## config.mk

```make
export PLATFORM = sky130hd
export DESIGN_NAME = par_ser_arb
export DESIGN_NICKNAME = d
export VERILOG_FILES = /design/src/rtl/par_ser_pkg.sv /design/src/rtl/par_ser_arb_rr_arbiter.sv /design/src/rtl/par_ser_arb.sv
export SDC_FILE = /design/constraint.sdc
export NUM_CORES = 1
export LEC_CHECK = 0
export BUFFER_PORTS_ARGS = -buffer_cell sky130_fd_sc_hd__buf_2
export CORE_MARGIN = 5
export CORE_UTILIZATION = 51
export CTS_BUF_LIST = sky130_fd_sc_hd__clkbuf_4 sky130_fd_sc_hd__clkbuf_8 sky130_fd_sc_hd__clkbuf_16
export DETAILED_ROUTE_END_ITERATION = 10
export PLACE_DENSITY = 0.87
export SYNTH_ARGS = -nofsm -noshare
export SYNTH_HDL_FRONTEND = slang
export SYNTH_SLANG_ARGS = --single-unit
export TNS_END_PERCENT = 100
```

## constraint.sdc

```tcl
create_clock -name clk -period 4.94 [get_ports clk]
set_input_delay 0.247 -clock clk [delete_from_list [all_inputs] [get_ports clk]]
set_output_delay 0.247 -clock clk [all_outputs]
set_load 0.01 [all_outputs]
```

## src/rtl/par_ser_pkg.sv

```systemverilog
// Shared types and constants for the parallel-to-serial converter arbiter.
package par_ser_pkg;

  typedef enum logic [1:0] {
    IDLE     = 2'd0,
    START    = 2'd1,
    WAIT_CMP = 2'd2,
    ACK      = 2'd3
  } state_e;

  localparam int unsigned SER_W         = 44;
  localparam int unsigned SER_FRAME_CYC = 51;

  // Increment with wrap at n, used for the round-robin pointer.
  function automatic int unsigned wrap_inc(input int unsigned v, input int unsigned n);
    return (v + 1 >= n) ? 0 : v + 1;
  endfunction

endpackage

```

## src/rtl/par_ser_arb_rr_arbiter.sv

```systemverilog
// Combinational round-robin pick: first set request at or above rr_ptr, wrapping.
module rr_arbiter #(
  parameter int unsigned NUM_REQ = 3,
  parameter int unsigned IDX_W   = $clog2(NUM_REQ)
) (
  input  logic [NUM_REQ-1:0] req,
  input  logic [IDX_W-1:0]   rr_ptr,
  output logic [NUM_REQ-1:0] winner,
  output logic [IDX_W-1:0]   idx,
  output logic               valid
);

  logic [IDX_W:0]   w_sum;
  logic [IDX_W-1:0] w_cand;

  always_comb begin
    winner = '0;
    idx    = '0;
    valid  = 1'b0;
    w_sum  = '0;
    w_cand = '0;
    for (int unsigned i = 0; i < NUM_REQ; i++) begin
      w_sum = {1'b0, rr_ptr} + (IDX_W + 1)'(i);
      if (w_sum >= (IDX_W + 1)'(NUM_REQ)) begin
        w_sum = w_sum - (IDX_W + 1)'(NUM_REQ);
      end
      w_cand = w_sum[IDX_W-1:0];
      if (!valid && req[w_cand]) begin
        valid          = 1'b1;
        winner[w_cand] = 1'b1;
        idx            = w_cand;
      end
    end
  end

endmodule

```

## src/rtl/par_ser_arb.sv

```systemverilog
// Round-robin scheduler sharing one parallel-to-serial converter among NUM_REQ producers.
// Optional WAIT_CMP watchdog enabled by defining PAR_SER_ARB_TIMEOUT_EN.
module par_ser_arb
  import par_ser_pkg::*;
#(
  parameter int unsigned NUM_REQ     = 3,
  parameter int unsigned DATA_W      = SER_W,
  parameter int unsigned TIMEOUT_CYC = 64
) (
  input  logic                      clk,
  input  logic                      g_rst_n,
  input  logic [NUM_REQ-1:0]        req,
  input  logic [NUM_REQ*DATA_W-1:0] req_data,
  output logic [NUM_REQ-1:0]        gnt,
  output logic [NUM_REQ-1:0]        done,
  output logic                      busy,
  output logic                      par_ser_intl,
  output logic [DATA_W-1:0]         par_ser_data,
  output logic                      tx_success,
  input  logic                      tx_pcrc_intl,
  input  logic                      tx_pcrc_frm_cmp,
  output logic                      err_timeout
);

  localparam int unsigned IDX_W = $clog2(NUM_REQ);

  if (NUM_REQ < 2 || NUM_REQ > 8) begin : g_bad_num_req
    $error("par_ser_arb: NUM_REQ must be 2..8");
  end
  if (DATA_W != SER_W) begin : g_bad_data_w
    $error("par_ser_arb: DATA_W must equal the converter width");
  end
  if (TIMEOUT_CYC < 1 || TIMEOUT_CYC > 255) begin : g_bad_timeout
    $error("par_ser_arb: TIMEOUT_CYC must fit the 8-bit watchdog");
  end

  state_e              r_state, w_state_nxt;
  logic [IDX_W-1:0]    r_idx, w_idx_nxt;
  logic [IDX_W-1:0]    r_ptr, w_ptr_nxt;
  logic [NUM_REQ-1:0]  r_gnt, w_gnt_nxt;
  logic [NUM_REQ-1:0]  r_done, w_done_nxt;
  logic                r_busy, w_busy_nxt;
  logic                r_intl, w_intl_nxt;
  logic                r_txs, w_txs_nxt;
  logic                r_err, w_err_nxt;
  logic [DATA_W-1:0]   r_data, w_data_nxt;

  logic [NUM_REQ-1:0]  w_win;
  logic [IDX_W-1:0]    w_win_idx;
  logic                w_win_vld;
  logic                w_timeout;

  rr_arbiter #(
    .NUM_REQ (NUM_REQ),
    .IDX_W   (IDX_W)
  ) u_rr_arbiter (
    .req    (req),
    .rr_ptr (r_ptr),
    .winner (w_win),
    .idx    (w_win_idx),
    .valid  (w_win_vld)
  );

`ifdef PAR_SER_ARB_TIMEOUT_EN
  localparam logic [7:0] TO_LAST = 8'(TIMEOUT_CYC - 1);

  logic [7:0] r_cnt;

  // Counts cycles already spent in WAIT_CMP; cleared in every other state.
  always_ff @(posedge clk or negedge g_rst_n) begin
    if (!g_rst_n) begin
      r_cnt <= '0;
    end else if (r_state != WAIT_CMP) begin
      r_cnt <= '0;
    end else begin
      r_cnt <= r_cnt + 8'd1;
    end
  end

  assign w_timeout = (r_state == WAIT_CMP) && (r_cnt == TO_LAST);
`else
  assign w_timeout = 1'b0;
`endif

  always_comb begin
    w_state_nxt = r_state;
    w_idx_nxt   = r_idx;
    w_ptr_nxt   = r_ptr;
    w_gnt_nxt   = r_gnt;
    w_done_nxt  = '0;
    w_intl_nxt  = 1'b0;
    w_txs_nxt   = 1'b0;
    w_data_nxt  = r_data;
    w_err_nxt   = r_err;

    unique case (r_state)
      IDLE: begin
        if (w_win_vld && tx_pcrc_intl) begin
          w_state_nxt = START;
          w_idx_nxt   = w_win_idx;
          w_gnt_nxt   = w_win;
          w_intl_nxt  = 1'b1;
          w_err_nxt   = 1'b0;
          for (int unsigned i = 0; i < NUM_REQ; i++) begin
            if (w_win[i]) begin
              w_data_nxt = req_data[i*DATA_W +: DATA_W];
            end
          end
        end
      end
      START: begin
        w_state_nxt = WAIT_CMP;
      end
      WAIT_CMP: begin
        if (tx_pcrc_frm_cmp || w_timeout) begin
          w_state_nxt = ACK;
          w_txs_nxt   = 1'b1;
          w_done_nxt  = r_gnt;
          if (!tx_pcrc_frm_cmp) begin
            w_err_nxt = 1'b1;
          end
        end
      end
      ACK: begin
        w_state_nxt = IDLE;
        w_gnt_nxt   = '0;
        w_ptr_nxt   = IDX_W'(wrap_inc(32'(r_idx), NUM_REQ));
      end
      default: begin
        w_state_nxt = IDLE;
        w_gnt_nxt   = '0;
      end
    endcase

    w_busy_nxt = (w_state_nxt != IDLE);
  end

  always_ff @(posedge clk or negedge g_rst_n) begin
    if (!g_rst_n) begin
      r_state <= IDLE;
      r_idx   <= '0;
      r_ptr   <= '0;
      r_gnt   <= '0;
      r_done  <= '0;
      r_busy  <= 1'b0;
      r_intl  <= 1'b0;
      r_txs   <= 1'b0;
      r_err   <= 1'b0;
      r_data  <= '0;
    end else begin
      r_state <= w_state_nxt;
      r_idx   <= w_idx_nxt;
      r_ptr   <= w_ptr_nxt;
      r_gnt   <= w_gnt_nxt;
      r_done  <= w_done_nxt;
      r_busy  <= w_busy_nxt;
      r_intl  <= w_intl_nxt;
      r_txs   <= w_txs_nxt;
      r_err   <= w_err_nxt;
      r_data  <= w_data_nxt;
    end
  end

  assign gnt          = r_gnt;
  assign done         = r_done;
  assign busy         = r_busy;
  assign par_ser_intl = r_intl;
  assign par_ser_data = r_data;
  assign tx_success   = r_txs;
  assign err_timeout  = r_err;

endmodule

```

==> reports/summary.txt <==
=================================================================================================================
Number of diodes                                                                                                0
Area of the mapped netlist                                                                               4030 um2
Average instance area after synthesis                                                                    9.86 um2
Leak pwr                                                                                                  2.58 nW
Clock tree from TritonCTS                                                                                   built
Final Cell Area                                                                                          5140 um2
Post-DRT Antenna Nets                                                                                           0
Cell at the slowest stage of the critical path                                                       sky130_fd_sc_hd__o221ai_4
Finish-stage setup viols                                                                                        0
GRT Util Overall                                                                                            25.2%
Number of instances in the synthesized netlist                                                                409
Effective utilization at floorplan                                                                          52.2%
Synth Warn #                                                                                                    0
Synthesized flop and latch total                                                                               59
Transition at the pin with the smallest max-transition slack                                              1.11 ns
Via count of the routed design                                                                               3998
Comb pwr share                                                                                              59.8%
Number of buffer and inverter stages on the critical path                                                       1
Worst Setup SP                                                                                           r_ptr[0]
Routed wire per std cell                                                                                  18.6 um
Cell chosen for the clock root                                                                       sky130_fd_sc_hd__clkbuf_8
Flip-flop cell with the highest count after synthesis                                                sky130_fd_sc_hd__dfrtp_1
Arithmetic-cell share of the synthesized area counting full adders, half adders and majority gates          2.48%
Compound-Gate Fraction of Synth Area                                                                        35.7%
Crit path DAT                                                                                             4.19 ns
Fraction of layout cells with a size suffix above 1                                                         45.4%
Critical path peak fanout                                                                                      46
Worst IR Drop VDD                                                                                        0.357 mV
Number of global-route vias before repair                                                                    4187
Fin Setup TNS                                                                                                0 ns
Max-cap check violation count                                                                                   0
Number of cells on the critical path                                                                            8
Most frequent standard cell in the layout excluding fill and tap cells                               sky130_fd_sc_hd__buf_2
Internal Dissipation                                                                                    0.00172 W
Post-synthesis xor/xnor area fraction                                                                          0%
Portion of the post-synthesis area used by sequential elements                                              36.6%
Combinational family with the most area after synthesis                                              compound AO/OA/AOI/OAI gates
Number of resized instances in the post-cts repair step                                                         0
Clock tree sinks                                                                                               59
Result of the run                                                                                    finished, final reports clean
Bufs on Longest Clock Path                                                                                      2
Initial antenna violation count                                                                                 0
Clk_lat worst skew                                                                                        0.33 ns
Synthesized net count                                                                                         556
Number of buffers added on ports                                                                              191
Final global-route overflow total                                                                               0
Async SR Flop Fraction                                                                                       100%
Detailed-routing wirelength on met1                                                                       5150 um
Worst clock skew on the final layout                                                                   0.00828 ns
Detail-routed via count per cell                                                                             5.87
Kind of end point of the critical path                                                                  flip-flop
Depth of the most critical reg-to-reg path                                                                      8
Number of fill cells                                                                                          628
Clk slew on worst S/H paths                                                                               0.06 ns
Switching portion of total power                                                                            47.1%
Highest cell delay on the worst timing path                                                               0.87 ns
Power density normalized to cell area                                                                  633 nW/um2
CP Cell Sequence                                                                                     inv_1 > ha_1 > nor3b_1 > o22ai_2 > o221ai_4 > nand2_2 > a211oi_1 > o32ai_2
Last weighted congestion value of the routability-driven placer                                             0.905
Sequential fraction of design power                                                                         26.5%
Number of distinct standard cells referenced by the synthesized netlist                                        45
Net switching power                                                                                     0.00153 W
WL final                                                                                                 12700 um
DR WL met2                                                                                                6270 um
Post-CTS Repair Setup Buffers                                                                                   0
RSZ-0062 raised after global routing                                                                        false
CP startpoint kind                                                                                      flip-flop
Area of the die                                                                                          9790 um2
Rel. slew slack                                                                                             25.9%
Vertical die dimension                                                                                    98.9 um
Number of nets in the layout                                                                                  722
Most frequent cells in the layout                                                                    191 x sky130_fd_sc_hd__buf_2, 59 x sky130_fd_sc_hd__dfrtp_1, 53 x sky130_fd_sc_hd__inv_1, 50 x sky130_fd_sc_hd__o21ai_0, 47 x sky130_fd_sc_hd__and3_1
Period Utilization, post-route                                                                              81.4%
Power share of the clock group                                                                              13.7%
Instance area at placement                                                                               4940 um2
Number of detailed-routing iterations run before antenna repair                                                 5
Maximum number of pins on one net before global-route repair                                                   60
Final period demand of the worst path                                                                     4.02 ns
First-pass GRT wire length                                                                               20300 um
Rows                                                                                                           32
Die boundary width                                                                                        98.9 um
DRC Markers                                                                                                     0
Placeable core area                                                                                      7730 um2
Worst endpoint required time                                                                              5.11 ns
Clock buffer count from CTS                                                                                     9
Multiplexer share of the synthesized area                                                                   1.99%
Fin. Hold Viols                                                                                                 0
CTS hold repair buffers                                                                                         0
Category of the most critical setup path                                                               reg -> reg
Total number of H-tree levels                                                                                   3
Cell class contributing the biggest share of worst-path delay                                        compound AO/OA/AOI/OAI gates
Uppermost metal layer occupied by signal nets                                                                met4
Area growth, synth to finish                                                                                27.5%
Number of enable-type register cells in the synthesized netlist                                                 0
Final Max Slew Viols                                                                                            0
Share of synthesized cell area in and, or, nand and nor gates                                               11.9%
Top achievable clock speed                                                                                249 MHz
Met3 WL                                                                                                   1010 um
Path category of the worst min-delay check                                                            in -> async
DRT iter0 DRCs                                                                                                214
Worst reg2reg startpoint                                                                                 r_ptr[0]
HPWL reported at the end of detailed placement                                                            8950 um
Ports placed on the boundary                                                                                  193
=================================================================================================================
==> cell families (layout without fill, tap and decap cells) <==
logic type	Yosys count	in the layout
compound gates	158	158
fa+ha+maj	8	8
buf+inv	97	267
flops	59	59
mux	8	8
other cells	1	1
simple gates	78	78
==> state kept, by name (all words and copies together), names as in the netlist <==
signal        flops
par_ser_data     44
done              3
gnt               3
r_idx             2
r_ptr             2
r_state           2
busy              1
par_ser_intl      1
tx_success        1
==> final timing paths <==
kind / end / slack [ns]
max in group asynchronous: par_ser_data[30] / 4.37
worst max-delay path: par_ser_data[23] / 0.92
worst min register to register: par_ser_data[7] / 0.52
worst min-delay path: par_ser_data[9] / 0.07
worst max register to register: par_ser_data[23] / 0.92
min in group clk: tx_success / 0.18
==> per-layer routing <==
layer  up-vias  GRT usage, %
met5         -             0
met4         0          10.1
met3        20          4.67
met2       203          42.8
met1      1925          31.6
li1       1850             -
==> power by group through the flow <==
| stage | logic [W] | clock network [W] | registers, W |
|---|---|---|---|
| floorplan | 0.00134 | 0 | 0.000935 |
| global placement | 0.00188 | 0 | 0.000857 |
| detailed placement | 0.00195 | 0 | 0.000861 |
| CTS | 0.00195 | 0.000459 | 0.000860 |
| global route | 0.00211 | 0.000482 | 0.000889 |
| finish | 0.00195 | 0.000446 | 0.000862 |
==> synth_stat cells (2+ instances only) <==
cell | number | area share (%)
sky130_fd_sc_hd__mux2i_1 | 8 | 2.0
sky130_fd_sc_hd__buf_4 | 2 | 0.37
sky130_fd_sc_hd__and3_1 | 47 | 7.3
sky130_fd_sc_hd__a211oi_1 | 44 | 8.2
sky130_fd_sc_hd__o32ai_1 | 4 | 0.87
sky130_fd_sc_hd__o21ai_0 | 50 | 6.2
sky130_fd_sc_hd__buf_1 | 4 | 0.37
sky130_fd_sc_hd__ha_1 | 8 | 2.5
sky130_fd_sc_hd__clkbuf_1 | 21 | 2.0
sky130_fd_sc_hd__buf_2 | 6 | 0.74
sky130_fd_sc_hd__nand3_1 | 4 | 0.50
sky130_fd_sc_hd__or2_1 | 2 | 0.31
sky130_fd_sc_hd__and2_1 | 2 | 0.31
sky130_fd_sc_hd__nor2_1 | 4 | 0.37
sky130_fd_sc_hd__o31a_1 | 2 | 0.43
sky130_fd_sc_hd__o22ai_1 | 2 | 0.31
sky130_fd_sc_hd__dfrtp_1 | 59 | 37
sky130_fd_sc_hd__nand2_1 | 6 | 0.56
sky130_fd_sc_hd__o32ai_2 | 40 | 16
sky130_fd_sc_hd__buf_6 | 10 | 2.8
sky130_fd_sc_hd__nand2b_1 | 2 | 0.31
sky130_fd_sc_hd__a21oi_1 | 5 | 0.62
sky130_fd_sc_hd__inv_1 | 53 | 4.9
sky130_fd_sc_hd__nand3b_1 | 3 | 0.56
==> per-stage QoR <==
step,utilization (%),power [W],std cells,worst slack [ns],hold WS [ns]
3_5_place_dp,63.9,0.00281,666,1.01,0.455
6_report,66.5,0.00325,681,0.921,0.0743
4_1_cts,66.5,0.00327,681,0.983,0.0968
3_3_place_gp,63.9,0.00274,666,1.19,0.448
2_1_floorplan,-,0.00228,409,2.51,-0.0486
5_1_grt,66.5,0.00348,681,0.662,0.149
==> cell type report <==
type                       instances  area (um2)  area share, %
multi-input combinational        253        2110           41.1
clock buffer                      13         166           3.24
inverter                          54         203           3.94
timing repair buffer             198        1020           19.9
tap                              102         128           2.48
clock inverter                     2        35.0          0.681
sequential                        59        1480           28.7
No activity file was read; power rests on OpenSTA's default activity.
